### src/rtl/alu_seq_ctrl.sv
// alu_seq_ctrl: sequences LOAD / ALU / INCDEC / SHIFT commands onto an external
//   4-bit register and ALU, repeating each command cmd_cnt+1 times.
// Latency: handshake at edge k -> EXEC k+1..k+N -> DONE k+N+1 -> IDLE.
// Backpressure: cmd_ready is high only in IDLE with clr low; offers while busy
//   are ignored.
//
// Ports:
//   clk, rst_n                 clock, asynchronous active-low reset
//   cmd_valid/cmd_ready        command handshake
//   cmd_kind/op/data/cnt       command fields (kind, opcode, operand, repeat)
//   clr                        synchronous abort plus register clear
//   alu_oc/alu_a/alu_b, alu_f  ALU drive and its combinational result
//   reg_cl..reg_il, reg_in     register controls and load value
//   reg_out                    register contents
//   busy, done, result         status, completion pulse, captured accumulator
module alu_seq_ctrl #(
  parameter int CNT_W = 4
) (
  input  logic             clk,
  input  logic             rst_n,
  input  logic             cmd_valid,
  output logic             cmd_ready,
  input  logic [1:0]       cmd_kind,
  input  logic [2:0]       cmd_op,
  input  logic [3:0]       cmd_data,
  input  logic [CNT_W-1:0] cmd_cnt,
  input  logic             clr,
  output logic [2:0]       alu_oc,
  output logic [3:0]       alu_a,
  output logic [3:0]       alu_b,
  input  logic [3:0]       alu_f,
  output logic             reg_cl,
  output logic             reg_ld,
  output logic             reg_inc,
  output logic             reg_dec,
  output logic             reg_sr,
  output logic             reg_ir,
  output logic             reg_sl,
  output logic             reg_il,
  output logic [3:0]       reg_in,
  input  logic [3:0]       reg_out,
  output logic             busy,
  output logic             done,
  output logic [3:0]       result
);

  localparam logic [1:0] S_IDLE  = 2'd0;
  localparam logic [1:0] S_EXEC  = 2'd1;
  localparam logic [1:0] S_DONE  = 2'd2;
  localparam logic [1:0] S_CLEAR = 2'd3;

  localparam logic [1:0] K_LOAD   = 2'd0;
  localparam logic [1:0] K_ALU    = 2'd1;
  localparam logic [1:0] K_INCDEC = 2'd2;
  localparam logic [1:0] K_SHIFT  = 2'd3;

  logic [1:0]       state;
  logic [1:0]       kind_q;
  logic [2:0]       op_q;
  logic [3:0]       data_q;
  logic [CNT_W-1:0] cnt_q;
  logic [3:0]       result_q;

  // Sequencing state. clr overrides every state, including a pending offer
  // in IDLE, so no command is latched while it is high.
  always_ff @(posedge clk or negedge rst_n) begin
    if (!rst_n) begin
      state    <= S_IDLE;
      kind_q   <= '0;
      op_q     <= '0;
      data_q   <= '0;
      cnt_q    <= '0;
      result_q <= '0;
    end else if (clr) begin
      state <= S_CLEAR;
      cnt_q <= '0;
    end else begin
      case (state)
        S_IDLE: begin
          if (cmd_valid) begin
            kind_q <= cmd_kind;
            op_q   <= cmd_op;
            data_q <= cmd_data;
            // LOAD is a single write regardless of the repeat field.
            cnt_q  <= (cmd_kind == K_LOAD) ? '0 : cmd_cnt;
            state  <= S_EXEC;
          end
        end
        S_EXEC: begin
          if (cnt_q == '0) begin
            state <= S_DONE;
          end else begin
            cnt_q <= cnt_q - 1'b1;
          end
        end
        S_DONE: begin
          // Register already holds the final iteration's value here.
          result_q <= reg_out;
          state    <= S_IDLE;
        end
        default: begin
          state <= S_IDLE;
        end
      endcase
    end
  end

  // Output decode from state plus latched command.
  always_comb begin
    cmd_ready = (state == S_IDLE) && !clr;
    busy      = (state != S_IDLE);
    done      = (state == S_DONE);
    result    = (state == S_DONE) ? reg_out : result_q;
    alu_oc    = '0;
    alu_a     = '0;
    alu_b     = '0;
    reg_cl    = 1'b0;
    reg_ld    = 1'b0;
    reg_inc   = 1'b0;
    reg_dec   = 1'b0;
    reg_sr    = 1'b0;
    reg_ir    = 1'b0;
    reg_sl    = 1'b0;
    reg_il    = 1'b0;
    reg_in    = '0;

    if (state == S_CLEAR) begin
      reg_cl = 1'b1;
    end else if (state == S_EXEC) begin
      case (kind_q)
        K_LOAD: begin
          reg_ld = 1'b1;
          reg_in = data_q;
        end
        K_ALU: begin
          // Each iteration feeds the register's current value back as a.
          alu_oc = op_q;
          alu_a  = reg_out;
          alu_b  = data_q;
          reg_ld = 1'b1;
          reg_in = alu_f;
        end
        K_INCDEC: begin
          reg_inc = !op_q[0];
          reg_dec = op_q[0];
        end
        default: begin
          // Serial-in bit is only driven alongside its own shift direction.
          reg_sr = !op_q[0];
          reg_ir = !op_q[0] && op_q[1];
          reg_sl = op_q[0];
          reg_il = op_q[0] && op_q[1];
        end
      endcase
    end
  end

endmodule
### config.mk
export PLATFORM = sky130hd
export DESIGN_NAME = alu_seq_ctrl
export DESIGN_NICKNAME = d
export VERILOG_FILES = /design/src/rtl/alu_seq_ctrl.sv
export SDC_FILE = /design/constraint.sdc
export NUM_CORES = 1
export LEC_CHECK = 0
export BUFFER_PORTS_ARGS = -buffer_cell sky130_fd_sc_hd__buf_2
export CAP_MARGIN = 15
export CORE_MARGIN = 10
export CORE_UTILIZATION = 36
export DETAILED_ROUTE_END_ITERATION = 12
export GPL_TIMING_DRIVEN = 0
export PLACE_DENSITY = 0.73
export SYNTH_ARGS = -nofsm -noshare
export SYNTH_HDL_FRONTEND = slang
export SYNTH_SLANG_ARGS = --single-unit
### constraint.sdc
create_clock -name clk -period 4 [get_ports clk]
set_input_delay 0.8 -clock clk [delete_from_list [all_inputs] [get_ports clk]]
set_output_delay 0.8 -clock clk [all_outputs]
set_load 0.1 [all_outputs]
==> impl_results.md <==
- First-pass GRT wire length: 5002 um
- Skew-Pair Late Insertion Delay: 0.30 ns
- GR Overflow Total: 0
- Dominant synthesized flop cell: dfrtp_1
- Clk slew on worst S/H paths: 0.11 ns
- # nets final: 208
- Status: completed
- Setup WS post-layout: 1.213 ns
- Final Critical Period: 2.787 ns
- Initial DRC count: 61
- Slowest stage delay, CP: 0.49 ns
- Hold/Removal Path Class: in -> async
- Clock skew: 0.003761 ns
- #FFs+latches synth: 19
- EDFF count, synth: 0
- Synth cell types: 36
- Initial antenna violation count: 0
- Layout cells sized above 1: 47.78%
- Internal Power: 500.5 uW
- Peak supply drop: 0.2679 mV
- Worst-path fanout max: 10
- Switching power share of the total: 54.84%
- Die span in y: 79.16 um
- Floorplan core area: 3363 um^2
- Asr flop ratio synth: 100.0%
- Actual slew at the worst max-slew pin: 0.4935 ns
- CP max stage cell: dfrtp_1
- Crit path kind: reg -> out
- Root buffer cell: clkbuf_4
- Wirelength per Cell: 13.49 um
- Switching power total: 607.7 uW
- DRC: 0
- Total power: 1108 uW
- Ant diodes: 0
- Via count: 1068
- Hold Slack: 0.4176 ns
- Crit path required time: 3.20 ns
- CTS tree: built
- CTS Buf Count: 3
- WL final: 3048 um
- Seq pwr share: 28.5%
- Cells after synthesis: 123
- CP Cell Sequence: nand2b_4 > nor3b_2 > clkbuf_2 > and2_1 > buf_2
- Syn Nets: 150
- Worst setup EP type: output pin
- Clk sinks: 19
- RSZ-0062 raised after global routing: no
- WP data arrival: 1.99 ns
- Worst-case clock buffer depth: 2
- Max transition margin: 67.33%
- Via-per-instance ratio: 4.726
- Vias in the first global route: 1022
- Die Width: 79.16 um
- I/O pin cnt: 55
- PwrDens: 688.2 nW/um^2
- Achievable Freq: 358.8 MHz
- Post-CTS Setup Inserts: 0
- Cell Area, Synth: 1260 um^2
- Syn_area_per_cell: 10.24 um^2
- Critical Path Source Type: flop
- Clock network power share: 8.9%
- Final Cycle Share: 69.68%
- Dpl ws: 1.502 ns
- Max-slew violation count: 0
- Row Count: 21
- Die area: 6266 um^2
- GPL Wtd Cong: 0.8363
- Total leakage power: 0.0008377 uW
- Comb pwr share: 62.7%
- Post-CTS sizing: 0
- Synthesis Warnings: 0
- Total GRT Usage: 9.574%
- Final setup violating endpoints: 0
- Hold_buf cts: 0
- Detail Route Antenna Nets: 0
- Final-report hold violation count: 0
- Max-cap viol count: 0
- DP HPWL: 2465 um
- Port Buffer Count: 53
- Starting Density: 37.46%
- Htree depth: 1
- Family with the most delay on the worst path: buffers and inverters
- WP buf/inv: 2
- Synthesis-to-finish area growth: 27.81%
- Pre-antenna DRT Iters: 4
- Sequential share of the synthesized area: 37.74%
- Largest net degree at the start of global routing: 20
[worst paths after layout]
kind | slack (ns) | depth (start not counted) | startpoint | end
min in group clk | 0.51 | 1 | op_q[2] | op_q[2]
max in group asynchronous | 3.28 | 1 | rst_n | result_q[0]
worst min register to register | 0.51 | 1 | op_q[2] | op_q[2]
worst min-delay path | 0.42 | 1 | rst_n | op_q[1]
worst max-delay path | 1.21 | 5 | state[1] | alu_b[3]
worst max register to register | 2.50 | 5 | cnt_q[0] | state[0]
[metal layers]
layer  wire length [um]  vias to the layer above  GRT usage, %
met2               1447                       37         15.58
met1               1322                      496         11.49
met3                262                        2         3.716
met4                 15                        0         2.509
met5                  0                        -             0
li1                   -                      533             -
[sequential cells by signal, indices dropped and copies added (netlist names)]
register  count
cnt_q         4
state         2
kind_q        2
op_q          3
result_q      4
data_q        4
[cell type report]
| type | count | area [um^2] |
|---|---|---|
| well taps | 46 | 57.56 |
| repair buffers | 53 | 265.3 |
| fillers | 333 | 1753 |
| multi-input cells | 93 | 709.4 |
| clock buffers | 3 | 22.52 |
| flip-flops and latches | 19 | 475.5 |
| inverters | 6 | 22.52 |
| plain buffers | 5 | 52.55 |
| clock inverters | 1 | 5.005 |
[layout by cell type, fill, tap and decap left out, types with 2 or more instances in the layout]
cell and count:
a21oi_1 2, a311oi_1 2, and2_1 14, and2_4 2, buf_2 53, buf_6 2, clkbuf_2 2, clkbuf_4 3
dfrtp_1 19, ha_1 2, inv_1 6, mux2_2 4, mux2_4 9, mux2i_1 4, nand2_1 17, nand2b_1 3
nor2_1 7, nor3_1 5, o211ai_1 3, o21ai_0 2
[worst register-to-register path: cells and delay by family (launching register included)]
| kind | cells | cell delay, ns |
|---|---|---|
| AND/OR/NAND/NOR | 3 | 0.68 |
| flip-flops | 1 | 0.41 |
| adder cells (fa/ha/maj) | 1 | 0.19 |
| buffers and inverters | 1 | 0.11 |
[power by group through the flow]
stage	registers (uW)	logic, uW	clock network, uW
after floorplan	305	607	0
after global placement	319	696	0
after detailed placement	320	699	0
after CTS	316	701	101
after global routing	326	737	110
final	316	694	98.1
[synthesized netlist by cell type, types with 3 or more instances]
| cell | n | area [um^2] |
|---|---|---|
| dfrtp_1 | 19 | 475.5 |
| and2_1 | 14 | 87.58 |
| mux2i_1 | 4 | 40.04 |
| inv_1 | 6 | 22.52 |
| nand2b_1 | 3 | 18.77 |
| nor3_1 | 5 | 25.02 |
| mux2_4 | 9 | 135.1 |
| nor2_1 | 7 | 26.28 |
| nand2_1 | 17 | 63.81 |
| o211ai_1 | 3 | 22.52 |
| mux2_2 | 4 | 45.04 |
[through the flow]
| step | setup TNS [ns] | std cells | area [um^2] | util, % |
|---|---|---|---|---|
| after detailed placement | 0 | 222 | 1583 | 47.06 |
| after global placement | 0 | 222 | 1583 | 47.06 |
| after CTS | 0 | 226 | 1610 | 47.88 |
| final | 0 | 226 | 1610 | 47.88 |
| after floorplan | -0.9667 | 123 | 1260 | - |
| after global routing | 0 | 226 | 1610 | 47.88 |
[cell families after synthesis]
logic type               synth area share, %
XOR/XNOR                              0.6953
AND/OR/NAND/NOR                        27.31
multiplexers                           17.48
flip-flops                             37.74
buffers and inverters                  5.958
adder cells (fa/ha/maj)                1.986
AO/OA/AOI/OAI                          8.839
No activity file was read; power rests on OpenSTA's default activity.
